## src/rtl/axi4_rd_arb_pkg.sv

```systemverilog
// Shared state encoding, requester count and round-robin helper for the AXI4 read arbiter.
package axi4_rd_arb_pkg;

  localparam int ARB_NUM_REQ = 2;

  typedef enum logic {
    ARB_IDLE  = 1'b0,
    ARB_GRANT = 1'b1
  } arb_state_e;

  // With both eligible the requester that did not win last time goes next.
  function automatic logic rr_pick(input logic [1:0] elig, input logic last);
    if (elig == 2'b11) return ~last;
    return elig[1];
  endfunction

endpackage

```

## src/rtl/axi4_rd_arb_outst_cnt.sv

```systemverilog
// Per-requester outstanding-read counter; registered count, at_max is a combinational compare.
// Simultaneous inc/dec holds the count; dec at zero and inc at MAX_OUTST both hold.
module axi4_rd_arb_outst_cnt #(
  parameter int MAX_OUTST = 8,
  parameter int CNT_W     = $clog2(MAX_OUTST + 1)
) (
  input  logic             aclk,
  input  logic             areset,
  input  logic             inc_i,
  input  logic             dec_i,
  output logic [CNT_W-1:0] count_o,
  output logic             at_max_o
);

  logic [CNT_W-1:0] count_q, count_d;

  assign count_o  = count_q;
  assign at_max_o = (count_q == CNT_W'(MAX_OUTST));

  always_comb begin
    count_d = count_q;
    if (inc_i && !dec_i && !at_max_o) begin
      count_d = count_q + 1'b1;
    end else if (dec_i && !inc_i && (count_q != '0)) begin
      count_d = count_q - 1'b1;
    end
  end

  always_ff @(posedge aclk) begin
    if (areset) count_q <= '0;
    else        count_q <= count_d;
  end

endmodule

```

## src/rtl/axi4_rd_arbiter.sv

```systemverilog
// Two-requester AXI4 read arbiter: one bubble cycle per AR (1 AR / 2 cycles), R routed combinationally by the ID MSB.
// Grant holds until the downstream handshake; requesters at MAX_OUTST are skipped. KVIPS_AXI4_RD_ARB_QOS_EN enables arqos priority.
module axi4_rd_arbiter
  import axi4_rd_arb_pkg::*;
#(
  parameter int ADDR_W    = 32,
  parameter int DATA_W    = 64,
  parameter int ID_W      = 4,
  parameter int MAX_OUTST = 8
) (
  input  logic              aclk,
  input  logic              areset,
  // requester 0
  input  logic [ID_W-1:0]   s0_arid,
  input  logic [ADDR_W-1:0] s0_araddr,
  input  logic [7:0]        s0_arlen,
  input  logic [2:0]        s0_arsize,
  input  logic [1:0]        s0_arburst,
  input  logic [2:0]        s0_arprot,
  input  logic [3:0]        s0_arqos,
  input  logic              s0_arvalid,
  output logic              s0_arready,
  output logic [ID_W-1:0]   s0_rid,
  output logic [DATA_W-1:0] s0_rdata,
  output logic [1:0]        s0_rresp,
  output logic              s0_rlast,
  output logic              s0_rvalid,
  input  logic              s0_rready,
  // requester 1
  input  logic [ID_W-1:0]   s1_arid,
  input  logic [ADDR_W-1:0] s1_araddr,
  input  logic [7:0]        s1_arlen,
  input  logic [2:0]        s1_arsize,
  input  logic [1:0]        s1_arburst,
  input  logic [2:0]        s1_arprot,
  input  logic [3:0]        s1_arqos,
  input  logic              s1_arvalid,
  output logic              s1_arready,
  output logic [ID_W-1:0]   s1_rid,
  output logic [DATA_W-1:0] s1_rdata,
  output logic [1:0]        s1_rresp,
  output logic              s1_rlast,
  output logic              s1_rvalid,
  input  logic              s1_rready,
  // downstream
  output logic [ID_W:0]     m_arid,
  output logic [ADDR_W-1:0] m_araddr,
  output logic [7:0]        m_arlen,
  output logic [2:0]        m_arsize,
  output logic [1:0]        m_arburst,
  output logic [2:0]        m_arprot,
  output logic [3:0]        m_arqos,
  output logic              m_arvalid,
  input  logic              m_arready,
  input  logic [ID_W:0]     m_rid,
  input  logic [DATA_W-1:0] m_rdata,
  input  logic [1:0]        m_rresp,
  input  logic              m_rlast,
  input  logic              m_rvalid,
  output logic              m_rready
);

  localparam int CNT_W = $clog2(MAX_OUTST + 1);

  typedef struct packed {
    logic [ID_W-1:0]   id;
    logic [ADDR_W-1:0] addr;
    logic [7:0]        len;
    logic [2:0]        size;
    logic [1:0]        burst;
    logic [2:0]        prot;
    logic [3:0]        qos;
  } ar_t;

  ar_t                    ar [ARB_NUM_REQ];
  logic [ARB_NUM_REQ-1:0] arvalid, arready, at_max, elig, ar_inc, r_dec;
  logic [CNT_W-1:0]       cnt [ARB_NUM_REQ];

  arb_state_e state_q, state_d;
  logic       gnt_q, gnt_d;
  logic       last_q, last_d;
  logic       pick;
  logic       r_sel;

  assign ar[0] = '{id: s0_arid, addr: s0_araddr, len: s0_arlen, size: s0_arsize,
                   burst: s0_arburst, prot: s0_arprot, qos: s0_arqos};
  assign ar[1] = '{id: s1_arid, addr: s1_araddr, len: s1_arlen, size: s1_arsize,
                   burst: s1_arburst, prot: s1_arprot, qos: s1_arqos};
  assign arvalid = {s1_arvalid, s0_arvalid};
  assign elig    = arvalid & ~at_max;

`ifdef KVIPS_AXI4_RD_ARB_QOS_EN
  always_comb begin
    pick = rr_pick(elig, last_q);
    if (elig == 2'b11) begin
      if (ar[0].qos > ar[1].qos)      pick = 1'b0;
      else if (ar[1].qos > ar[0].qos) pick = 1'b1;
    end
  end
`else
  assign pick = rr_pick(elig, last_q);
`endif

  always_comb begin
    state_d   = state_q;
    gnt_d     = gnt_q;
    last_d    = last_q;
    m_arvalid = 1'b0;
    arready   = '0;
    unique case (state_q)
      ARB_IDLE: begin
        if (|elig) begin
          gnt_d   = pick;
          state_d = ARB_GRANT;
        end
      end
      ARB_GRANT: begin
        m_arvalid      = arvalid[gnt_q];
        arready[gnt_q] = m_arready;
        if (arvalid[gnt_q] && m_arready) begin
          last_d  = gnt_q;
          state_d = ARB_IDLE;
        end
      end
    endcase
  end

  always_ff @(posedge aclk) begin
    if (areset) begin
      state_q <= ARB_IDLE;
      gnt_q   <= 1'b0;
      last_q  <= 1'b1;
    end else begin
      state_q <= state_d;
      gnt_q   <= gnt_d;
      last_q  <= last_d;
    end
  end

  assign s0_arready = arready[0];
  assign s1_arready = arready[1];

  // Payload always follows the registered grant; only m_arvalid is gated by state.
  assign m_arid    = {gnt_q, ar[gnt_q].id};
  assign m_araddr  = ar[gnt_q].addr;
  assign m_arlen   = ar[gnt_q].len;
  assign m_arsize  = ar[gnt_q].size;
  assign m_arburst = ar[gnt_q].burst;
  assign m_arprot  = ar[gnt_q].prot;
  assign m_arqos   = ar[gnt_q].qos;

  assign r_sel     = m_rid[ID_W];
  assign s0_rvalid = m_rvalid & ~r_sel;
  assign s1_rvalid = m_rvalid &  r_sel;
  assign s0_rid    = m_rid[ID_W-1:0];
  assign s1_rid    = m_rid[ID_W-1:0];
  assign s0_rdata  = m_rdata;
  assign s1_rdata  = m_rdata;
  assign s0_rresp  = m_rresp;
  assign s1_rresp  = m_rresp;
  assign s0_rlast  = m_rlast;
  assign s1_rlast  = m_rlast;
  assign m_rready  = r_sel ? s1_rready : s0_rready;

  assign ar_inc = arready & arvalid;
  assign r_dec  = {m_rvalid & m_rready & m_rlast &  r_sel,
                   m_rvalid & m_rready & m_rlast & ~r_sel};

  axi4_rd_arb_outst_cnt #(.MAX_OUTST(MAX_OUTST), .CNT_W(CNT_W)) u_cnt0 (
    .aclk     (aclk),
    .areset   (areset),
    .inc_i    (ar_inc[0]),
    .dec_i    (r_dec[0]),
    .count_o  (cnt[0]),
    .at_max_o (at_max[0])
  );

  axi4_rd_arb_outst_cnt #(.MAX_OUTST(MAX_OUTST), .CNT_W(CNT_W)) u_cnt1 (
    .aclk     (aclk),
    .areset   (areset),
    .inc_i    (ar_inc[1]),
    .dec_i    (r_dec[1]),
    .count_o  (cnt[1]),
    .at_max_o (at_max[1])
  );

  always_ff @(posedge aclk) begin
    if (!areset) begin
      assert (cnt[0] <= CNT_W'(MAX_OUTST));
      assert (cnt[1] <= CNT_W'(MAX_OUTST));
    end
  end

endmodule

```

## config.mk

```make
export PLATFORM = sky130hd
export DESIGN_NAME = axi4_rd_arbiter
export DESIGN_NICKNAME = d
export VERILOG_FILES = /design/src/rtl/axi4_rd_arb_pkg.sv /design/src/rtl/axi4_rd_arb_outst_cnt.sv /design/src/rtl/axi4_rd_arbiter.sv
export SDC_FILE = /design/constraint.sdc
export NUM_CORES = 1
export LEC_CHECK = 0
export ABC_AREA = 1
export CAP_MARGIN = 20
export CORE_AREA = 3 3 155 157
export CTS_CLUSTER_DIAMETER = 40
export CTS_CLUSTER_SIZE = 16
export DETAILED_ROUTE_END_ITERATION = 8
export DIE_AREA = 0 0 158 160
export PLACE_DENSITY_LB_ADDON = 0.25
export SLEW_MARGIN = 15
export SYNTH_ARGS = -nofsm -noshare
export SYNTH_HDL_FRONTEND = slang
export SYNTH_SLANG_ARGS = --single-unit
```

## constraint.sdc

```tcl
create_clock -name aclk -period 2.15 [get_ports aclk]
set_input_delay 0.43 -clock aclk [delete_from_list [all_inputs] [get_ports aclk]]
set_output_delay 0.43 -clock aclk [all_outputs]
set_load 0.05 [all_outputs]
```

==> out/metrics.yaml, run 1 <==
timing:
  setup_viol: 0
  fmax_ghz: 0.495
  hold_viol: 0
  finalMaxSlewViolations: 0
  rsz0062_at_grt: "no"
  period_needed_ps: 2020
  fin_tns_setup_ps: 0
  max_slew.worst_pin.slew_ps: 445
  fin_crit_sh: 0.939
  relSlewSlack: 0.703
  fin_skew_ps: 1.10
finish:
  syn_to_final_growth_pct: 79.4
  drive_gt1_frac: 0.223
  final_nets: 710
  final_util: 0.204
  antenna_cells: 0
cts:
  clock_sinks: 11
  cts_hold_buf: 0
  path_clk_slew_ps: 50
  cts_tree: "done"
  cts-htree-levels: 1
  max-clock-path-buffers: 2
  worst_skew_pair.late_latency_ps: 240
  cts_buffers: 3
  root_buffer: "clkbuf_16"
run:
  drv_cap: 0
logic_synthesis:
  yosysWarningCount: 0
  synth_area_leaders: "buf_4 42%, nand2_1 28%, dfxtp_1 8.6%"
  netlist_top_cells_count: "194 x nand2_1, 144 x buf_4, 23 x inv_1, 23 x nor2_1"
  synth_mux_area_frac: 0
  synthCells: 452
  synth.most_common_cell: "nand2_1"
  synthFlopType: "dfxtp_1"
  synth_area_leader_cell: "buf_4"
  synthSimpleGateAreaFrac: 0.370
  syn_avg_cell_area_um2: 5.69
  synth_top_area_frac: 0.420
  syn_area_mm2: 0.00257
  synth_seq_area_share: 0.0856
  synth-compound-area-share: 0.0282
  syn_nets: 650
  synth_top_family_by_area: "buffers and inverters"
  synth-xor-area-share: 0.00681
  synth_edf_count: 0
  synthAdderAreaFrac: 0.0350
  postSynth.asyncResetShare: 0
  synth_cell_types: 21
  ys_ff_latch: 11
floorplan:
  die_x_um: 158
  die_height_um: 160
  die_area_mm2: 0.0253
  io-pin-count: 397
  start_util: 0.114
  core_mm2: 0.0226
  rows: 55
critical_path:
  r2r-end: "u_cnt1.count_o[2]$_SDFFE_PP0P_"
  rrSetupSlack_ps: 300
  cp_top_family: "buffers and inverters"
  worstPathArrival_ps: 1590
  crit_buf_inv: 2
  reg2reg_from: "u_cnt1.count_o[0]$_SDFFE_PP0P_"
  crit_top_cell: "nand2_1"
  slowest_delay_ps: 440
  cp.required_ps: 1720
  worst_setup_path_start_kind: "flip-flop"
  cpMaxStageDelayCell: "dfxtp_2"
  crit_chain: "buf_4 -> nand2_1 -> nand2_1 -> buf_12"
  critPathMaxFanout: 36
  reg2reg_depth: 8
  worst-setup-path-type: "flip-flop to output port"
  endpoint_kind: "output port"
place:
  port_buffers: 186
  gp_congestion: 0.733
  hpwl_um: 9750
routing:
  via_per_inst: 3.33
  wl_um: 11600
  post_drt_wl_per_cell_um: 14.6
  antenna_left: 0
  drt_first_pass_iters: 4
  drt-initial-drc-count: 87
  vias: 2654
  drc: 0
pwr:
  cellLeakagePower_uw: 0.00217
  worst_ir_drop_vdd_v: 0.000185
  total_power_uw: 2170
  cellPowerDensity_mw_per_mm2: 470
global_routing:
  grt_usage: 0.0804
  first_global_vias: 2680
  grt_max_degree: 39
  overflow: 0
  grt_pass1_wl_um: 15800
  antenna_found_initial: 0
outcome:
  status: "finished clean"
worst_hold_path:
  min_path_cells: 2
  hp-class: "flip-flop to flip-flop"
  min_from: "last_q$_SDFFE_PP1P_"
  min_to: "last_q$_SDFFE_PP1P_"
==> worst min-delay path: stages, from the launching register on <==
cell and delay, ps:
dfxtp_1 310, nand2_1 60, nand2_1 40
==> power breakdown <==
| part | internal (uW) | leakage, uW | switching (uW) |
|---|---|---|---|
| Sequential | 220 | 0.0000902 | 22.0 |
| Clock | 250 | 0.0000382 | 101 |
| Combinational | 763 | 0.00204 | 813 |
==> flip-flops by register name (all words and copies together) (netlist names) <==
signal	flops
gnt_q	1
last_q	1
state_q	1
u_cnt0.count_o	4
u_cnt1.count_o	4
==> cells by family (layout without fill, tap and decap cells) <==
logic type                 count (synthesis)  count (layout)
AOI/OAI and AO/OA                         14              14
xor gates and xnor gates                   2               2
DFF                                       11              11
and+or+nand+nor                          240             240
adders and majority gates                  6               6
buffers and inverters                    179             238
==> per-stage QoR <==
step	instances	worst slack, ps	area (um2)	hold WS, ps
2_1_floorplan	452	105	2570	420
3_3_place_gp	790	-193	4430	443
3_5_place_dp	790	-215	4430	448
4_1_cts	794	18.3	4510	454
5_1_grt	796	10.0	4620	501
6_report	796	131	4620	459
==> what timing repair did <==
item                                    CTS  global route
buffers inserted                          0             2
endpoints found under the setup margin    0             5
resized for setup                         0            18
==> area by class of cell <==
type	instances	area (um2)
fillers	2527	18000
repair buffers	211	2660
multi-input cells	262	1210
well taps	285	357
flip-flops and latches	11	221
inverters	23	86.3
clock buffers	4	78.8
==> layout by cell type, fill, tap and decap left out, drive strengths merged <==
cell type | synthesis | final
buf | 150 | 90
nor3 | 1 | 1
inv | 23 | 23
a21oi | 5 | 5
ha | 4 | 4
nand2 | 200 | 200
fa | 2 | 2
o21ai | 8 | 8
nand4 | 2 | 2
nor2 | 25 | 25
nand3 | 12 | 12
o211ai | 1 | 1
dfxtp | 11 | 11
clkbuf | 6 | 4
xor2 | 2 | 2
dlymetal6s2s | 0 | 5
clkdlybuf4s50 | 0 | 116
==> per-layer routing <==
layer / up-vias / share of wire / global-route usage
met3: 13 / 0.18 / 0.0537
met5: - / 0 / 0.0139
li1: 1336 / - / -
met1: 1057 / 0.35 / 0.0834
met2: 248 / 0.46 / 0.139
met4: 0 / 0.0062 / 0.00821
==> worst max path at each step <==
stage | start | end | slack, ps | cells past startpoint
3_3_place_gp | m_arready | u_cnt0.count_o[3]$_SDFFE_PP0P_ | -190 | 15
5_1_grt | gnt_q$_SDFFE_PP0P_ | m_arqos[0] | 10 | 4
6_report | gnt_q$_SDFFE_PP0P_ | m_arqos[0] | 130 | 4
2_1_floorplan | m_arready | u_cnt0.count_o[3]$_SDFFE_PP0P_ | 110 | 12
3_5_place_dp | m_arready | u_cnt0.count_o[3]$_SDFFE_PP0P_ | -210 | 15
4_1_cts | m_arready | u_cnt0.count_o[3]$_SDFFE_PP0P_ | 20 | 15
(Power assumes the default switching activity.)
==> run 2: changes to the inputs <==
--- a/config.mk
+++ b/config.mk
@@ -13,7 +13,7 @@
 export DETAILED_ROUTE_END_ITERATION = 8
 export DIE_AREA = 0 0 158 160
 export PLACE_DENSITY_LB_ADDON = 0.25
-export SLEW_MARGIN = 15
+export SLEW_MARGIN = 10
 export SYNTH_ARGS = -nofsm -noshare
 export SYNTH_HDL_FRONTEND = slang
 export SYNTH_SLANG_ARGS = --single-unit
==> results of run 2 <==
Same layout as run 1: the final DEF is identical, and so are final timing and power.
